$ cat src/rtl/csa_stream_accumulator.sv
// csa_stream_accumulator: streaming carry-save multi-operand adder with chunked final carry-propagate resolve
module csa_stream_accumulator #(
    parameter int BW    = 8,
    parameter int ACC_W = 16,
    parameter int CHUNK = 4,
    parameter int CNT_W = 16
) (
    input  logic             clk,
    input  logic             rst_n,
    input  logic             in_valid,
    output logic             in_ready,
    input  logic [BW-1:0]    in_data,
    input  logic             in_last,
    output logic             out_valid,
    input  logic             out_ready,
    output logic [ACC_W-1:0] out_sum,
    output logic [CNT_W-1:0] out_count,
    output logic             out_ovf
);
    localparam int NCH = ACC_W / CHUNK;
    localparam int IW  = NCH > 1 ? $clog2(NCH) : 1;

    typedef enum logic [1:0] {ACC, RESOLVE, OUT} state_t;

    state_t             state, state_nx;
    logic [ACC_W-1:0]   s, c, d, n, res, res_nx;
    logic [CNT_W-1:0]   cnt;
    logic               ovf, carry, acc_fire, out_fire, last_chunk;
    logic [IW-1:0]      idx;
    logic [CHUNK:0]     csum;

    assign d          = ACC_W'(in_data);
    assign n          = (s & c) | (s & d) | (c & d);
    assign acc_fire   = in_valid & in_ready;
    assign out_fire   = out_valid & out_ready;
    assign last_chunk = idx == IW'(NCH - 1);
    assign csum       = {1'b0, s[idx*CHUNK +: CHUNK]} + {1'b0, c[idx*CHUNK +: CHUNK]} + (CHUNK+1)'(carry);

    // Result image with the chunk being resolved this cycle merged in
    always_comb begin
        res_nx = res;
        res_nx[idx*CHUNK +: CHUNK] = csum[CHUNK-1:0];
    end

    // State register
    always_ff @(posedge clk or negedge rst_n) begin
        if (!rst_n) state <= ACC;
        else        state <= state_nx;
    end

    // Next-state: accept until last beat, resolve NCH chunks, hold result until taken
    always_comb begin
        state_nx = state;
        case (state)
            ACC:     state_nx = (acc_fire && in_last) ? RESOLVE : ACC;
            RESOLVE: state_nx = last_chunk ? OUT : RESOLVE;
            OUT:     state_nx = out_ready ? ACC : OUT;
            default: state_nx = ACC;
        endcase
    end

    // Handshake outputs decoded purely from state, so out_ready never bypasses to in_ready
    always_comb begin
        in_ready  = state == ACC;
        out_valid = state == OUT;
    end

    // Carry-save accumulation, chunked resolve and result capture
    always_ff @(posedge clk or negedge rst_n) begin
        if (!rst_n) begin
            s         <= '0;
            c         <= '0;
            cnt       <= '0;
            ovf       <= 1'b0;
            idx       <= '0;
            carry     <= 1'b0;
            res       <= '0;
            out_sum   <= '0;
            out_count <= '0;
            out_ovf   <= 1'b0;
        end else begin
            if (acc_fire) begin
                s   <= s ^ c ^ d;
                c   <= n << 1;
                ovf <= ovf | n[ACC_W-1];
                cnt <= &cnt ? cnt : cnt + 1'b1;
            end
            if (state == RESOLVE) begin
                res   <= res_nx;
                carry <= last_chunk ? 1'b0 : csum[CHUNK];
                idx   <= last_chunk ? '0 : idx + 1'b1;
                if (last_chunk) begin
                    out_sum   <= res_nx;
                    out_count <= cnt;
                    out_ovf   <= ovf | csum[CHUNK];
                end
            end
            if (out_fire) begin
                s   <= '0;
                c   <= '0;
                cnt <= '0;
                ovf <= 1'b0;
            end
        end
    end
endmodule

$ cat config.mk
export PLATFORM = sky130hd
export DESIGN_NAME = csa_stream_accumulator
export DESIGN_NICKNAME = d
export VERILOG_FILES = /design/src/rtl/csa_stream_accumulator.sv
export SDC_FILE = /design/constraint.sdc
export NUM_CORES = 1
export LEC_CHECK = 0
export ABC_AREA = 1
export CELL_PAD_IN_SITES_DETAIL_PLACEMENT = 1
export CELL_PAD_IN_SITES_GLOBAL_PLACEMENT = 1
export CORE_MARGIN = 2
export CORE_UTILIZATION = 39
export CTS_CLUSTER_DIAMETER = 120
export DETAILED_ROUTE_END_ITERATION = 10
export PLACE_DENSITY_LB_ADDON = 0.2
export SYNTH_ARGS = -nofsm -noshare
export SYNTH_HDL_FRONTEND = slang
export SYNTH_SLANG_ARGS = --single-unit
$ cat constraint.sdc
create_clock -name clk -period 2.8 [get_ports clk]
set_input_delay 0.28 -clock clk [delete_from_list [all_inputs] [get_ports clk]]
set_output_delay 0.28 -clock clk [all_outputs]
set_load 0.01 [all_outputs]
==> tab_implementation.tex <==
\begin{tabular}{lr}
\hline
Metric & Value \\
\hline
\multicolumn{2}{l}{\textbf{Run status}} \\
Result of the run & finished clean \\
\multicolumn{2}{l}{\textbf{Yosys}} \\
Post-synthesis net count & 642 \\
Number of standard cells after synthesis & 601 \\
Share of async-settable or async-resettable flops after synthesis & 1.00 \\
Post-synth EDFFs & 0 \\
Biggest area consumer among synthesized cells & dfrtp\_1 \\
Largest cells by area after synthesis & dfrtp\_1 (49\%), nand2\_1 (13\%), o21ai\_0 (5.3\%) \\
Post-synth top flop & dfrtp\_1 \\
Top cell type's share of synthesized area & 0.495 \\
Distinct cell type count of the synthesized netlist & 35 \\
Post-Synthesis Cell Area & 0.00516 mm2 \\
Most frequent cells after synthesis & nand2\_1 (179), dfrtp\_1 (102), inv\_1 (66) \\
Number of warnings reported in the yosys synthesis log & 0 \\
Sequential cell area fraction in the yosys report & 0.495 \\
Synthesized area divided by synthesized cell count & 8.58 um2 \\
Most frequent cell after synthesis & nand2\_1 \\
Synthesized flop and latch total & 102 \\
\multicolumn{2}{l}{\textbf{Detailed routing}} \\
Count of antenna-violating nets left after detailed routing & 0 \\
First drt pass iteration count & 4 \\
WL/cell & 15.9 um \\
Number of violations reported at the end of detailed-routing iteration 0 & 175 \\
Wire length reported by the detailed router & 13200 um \\
Overall via count from detail\_route & 4241 \\
Per-cell via count in the routed design & 5.11 \\
DRC violations left & 0 \\
\multicolumn{2}{l}{\textbf{Hold path}} \\
Worst hold path type & in2async \\
\multicolumn{2}{l}{\textbf{Floorplanning}} \\
Core footprint & 0.0131 mm2 \\
FP Rows & 42 \\
Ports placed on the boundary & 48 \\
Die span in y & 119 um \\
Die outline area & 0.0142 mm2 \\
Chip Width & 119 um \\
Effective utilization at floorplan & 0.394 \\
\multicolumn{2}{l}{\textbf{Run}} \\
Maxcap violations & 0 \\
\multicolumn{2}{l}{\textbf{Pwr}} \\
Switching component of the power & 2.68 mW \\
Internal power & 3.79 mW \\
Combinational share of power & 0.455 \\
Power density normalized to cell area & 1050 mW/mm2 \\
Switch share & 0.414 \\
Proportion of power drawn by the clock network & 0.208 \\
Leakage Power & 2.92 nW \\
Relative contribution of sequential cells to total power & 0.336 \\
IR drop worst, VDD & 403 uV \\
\multicolumn{2}{l}{\textbf{STA}} \\
Slew at the pin closest to its max-slew limit & 0.698 ns \\
Setup repair after global routing missed its margin & no \\
Period utilisation layout & 0.912 \\
Clock period minus worst slack & 2.55 ns \\
Worst-case hold slack & 0.449 ns \\
Max Clock Freq & 392 MHz \\
Slew headroom & 0.533 \\
Post-route setup TNS & 0 ns \\
Number of max-slew violations in the final report & 0 \\
Setup violation total in the final timing report & 0 \\
Final hold violations & 0 \\
Post-route clock skew & 0.00914 ns \\
\multicolumn{2}{l}{\textbf{Cells and area}} \\
Ant diodes & 0 \\
Fraction of final layout cells sized beyond drive strength 1 & 0.0734 \\
Layout-stage area growth over the synthesis result & 19.5\% \\
Utilization after layout & 0.471 \\
Count of nets after finishing & 691 \\
Cell Count, Final, Fillers Out & 830 \\
\multicolumn{2}{l}{\textbf{Clock tree}} \\
Clock tree from TritonCTS & built \\
Max Buffers Root-to-Sink & 2 \\
Root buffer selected by CTS & clkbuf\_16 \\
Sinks on the clock net & 102 \\
Number of buffers created by CTS & 9 \\
Worst-Skew Late Latency & 0.35 ns \\
Buffers inserted during post-CTS setup optimization & 0 \\
Clk slew on worst S/H paths & 0.07 ns \\
H-tree levels & 3 \\
\multicolumn{2}{l}{\textbf{Setup path}} \\
Critical path endpoint & res[13]\$\_DFFE\_PN0N\_ \\
Worst r2r src & idx[1]\$\_DFFE\_PN0N\_ \\
Standard cell with the maximum stage delay on the critical path & fa\_1 \\
Max Fanout on Critical Path & 11 \\
Arrival time of data at the critical path endpoint & 2.82 ns \\
Critical path cell sequence & inv\_1 -> buf\_4 -> a21oi\_1 -> a21oi\_1 -> fa\_1 -> fa\_1 -> nand3\_1 -> o22ai\_1 -> nand2\_1 -> o21ai\_0 \\
Startpoint Class & flop \\
Required arrival time at the worst endpoint & 3.06 ns \\
Bufs and invs on worst path & 2 \\
Kind of end point of the critical path & flop \\
Depth of the worst register-to-register path & 10 \\
Launch point of the worst path & idx[1]\$\_DFFE\_PN0N\_ \\
Setup slack on the worst flop-to-flop path & 0.25 ns \\
Endpoint of the worst register-to-register path & res[13]\$\_DFFE\_PN0N\_ \\
WP depth & 10 \\
Largest delay share family, worst path & adder cells \\
Crit Path Class & reg2reg \\
Crit-path max cell delay & 0.57 ns \\
\multicolumn{2}{l}{\textbf{Global route}} \\
Wire length of the first global-routing pass & 22800 um \\
Number of antenna violations at the first check in global routing & 0 \\
Maximum number of pins on one net before global-route repair & 50 \\
Gr usage total & 0.202 \\
Number of global-route vias before repair & 4569 \\
Global route total overflow & 0 \\
\multicolumn{2}{l}{\textbf{Place}} \\
Instance count after placement with tap cells included & 814 \\
Global placer's final weighted congestion & 0.841 \\
Detailed Place HPWL & 9570 um \\
Port Buffers & 47 \\
\hline
\end{tabular}
==> layout make-up <==
class,count,area (um2)
multi-input combinational,407,2240
inverter,71,268
fill,1548,6920
timing repair buffer,59,573
clock buffer,9,225
sequential,102,2550
tap,176,220
clock inverter,6,86.3
==> cells by family after synthesis <==
| family | count (synthesis) | share of synthesized area |
|---|---|---|
| simple gates | 246 | 0.195 |
| compound gates | 128 | 0.149 |
| flops | 102 | 0.495 |
| buf+inv | 92 | 0.0723 |
| fa+ha+maj | 28 | 0.0810 |
| xor+xnor | 5 | 0.00849 |
==> how the worst min path moves through the flow <==
stage               start                     end  slack, ns  cells after the start
global placement    rst_n  out_sum[8]$_DFFE_PN0P_       0.29                      1
finish              rst_n  out_sum[9]$_DFFE_PN0P_       0.45                      2
CTS                 rst_n  out_sum[9]$_DFFE_PN0P_       0.47                      2
global route        rst_n  out_sum[8]$_DFFE_PN0P_       0.50                      2
floorplan           rst_n       c[10]$_DFFE_PN0P_      -0.02                      0
detailed placement  rst_n  out_sum[9]$_DFFE_PN0P_       0.30                      1
==> layer usage <==
layer / global-route usage / wire [um] / vias up / part of all wire
met2: 0.343 / 6580 / 45 / 0.50
li1: - / - / 2058 / -
met3: 0.0278 / 236 / 12 / 0.018
met4: 0.0632 / 182 / 0 / 0.014
met5: 0 / 0 / - / 0
met1: 0.269 / 6170 / 2126 / 0.47
==> through the flow <==
step	power (mW)	setup slack (ns)	instance area (um2)
4_1_cts	6.51	0.151	6160
3_3_place_gp	5.00	0.293	5840
5_1_grt	7.00	0.0267	6170
6_report	6.46	0.246	6170
2_1_floorplan	4.08	0.111	5160
3_5_place_dp	5.13	0.180	5840
==> registers in the layout (all words and copies together) (netlist names) <==
register,cells
idx,2
out_count,16
out_ovf,1
cnt,16
carry,1
c,15
out_sum,16
res,16
state,2
s,16
ovf,1
==> power by group through the flow <==
stage | clock [mW] | sequential, mW | combinational, mW
floorplan | 0 | 2.19 | 1.88
global placement | 0 | 2.19 | 2.81
detailed placement | 0 | 2.20 | 2.93
CTS | 1.37 | 2.18 | 2.96
global route | 1.43 | 2.23 | 3.35
finish | 1.35 | 2.17 | 2.94
==> what timing repair did <==
| item | CTS | global route |
|---|---|---|
| hold buffers | 1 | 0 |
| hold endpoints to repair | 35 | 0 |
| resized for setup | 0 | 3 |
| setup endpoints to repair | 0 | 6 |
==> worst register-to-register path, delay by kind of cell (launching register included) <==
kind / cells / cell delay, ns
adders and majority gates: 2 / 1.02
AOI/OAI and AO/OA: 4 / 0.58
DFF: 1 / 0.35
buffers and inverters: 2 / 0.32
and+or+nand+nor: 2 / 0.21
==> cell usage in the layout (no fill, tap or decap), types with 2 or more instances in the layout <==
master / n
a21oi_1: 25
inv_1: 66
nor2_2: 2
clkinv_2: 3
ha_1: 19
nand3_1: 20
nor2_1: 27
o21ai_1: 3
xor2_1: 4
nor3_1: 4
a22o_1: 15
clkinv_1: 3
clkbuf_16: 9
nand2_1: 179
nand2_2: 5
dfrtp_1: 102
buf_4: 11
o21ai_0: 53
o22ai_1: 21
fa_1: 9
o21ai_2: 7
nand4_1: 4
bufinv_16: 2
clkdlybuf4s50_1: 46
Power figures use the tool's default switching activity.
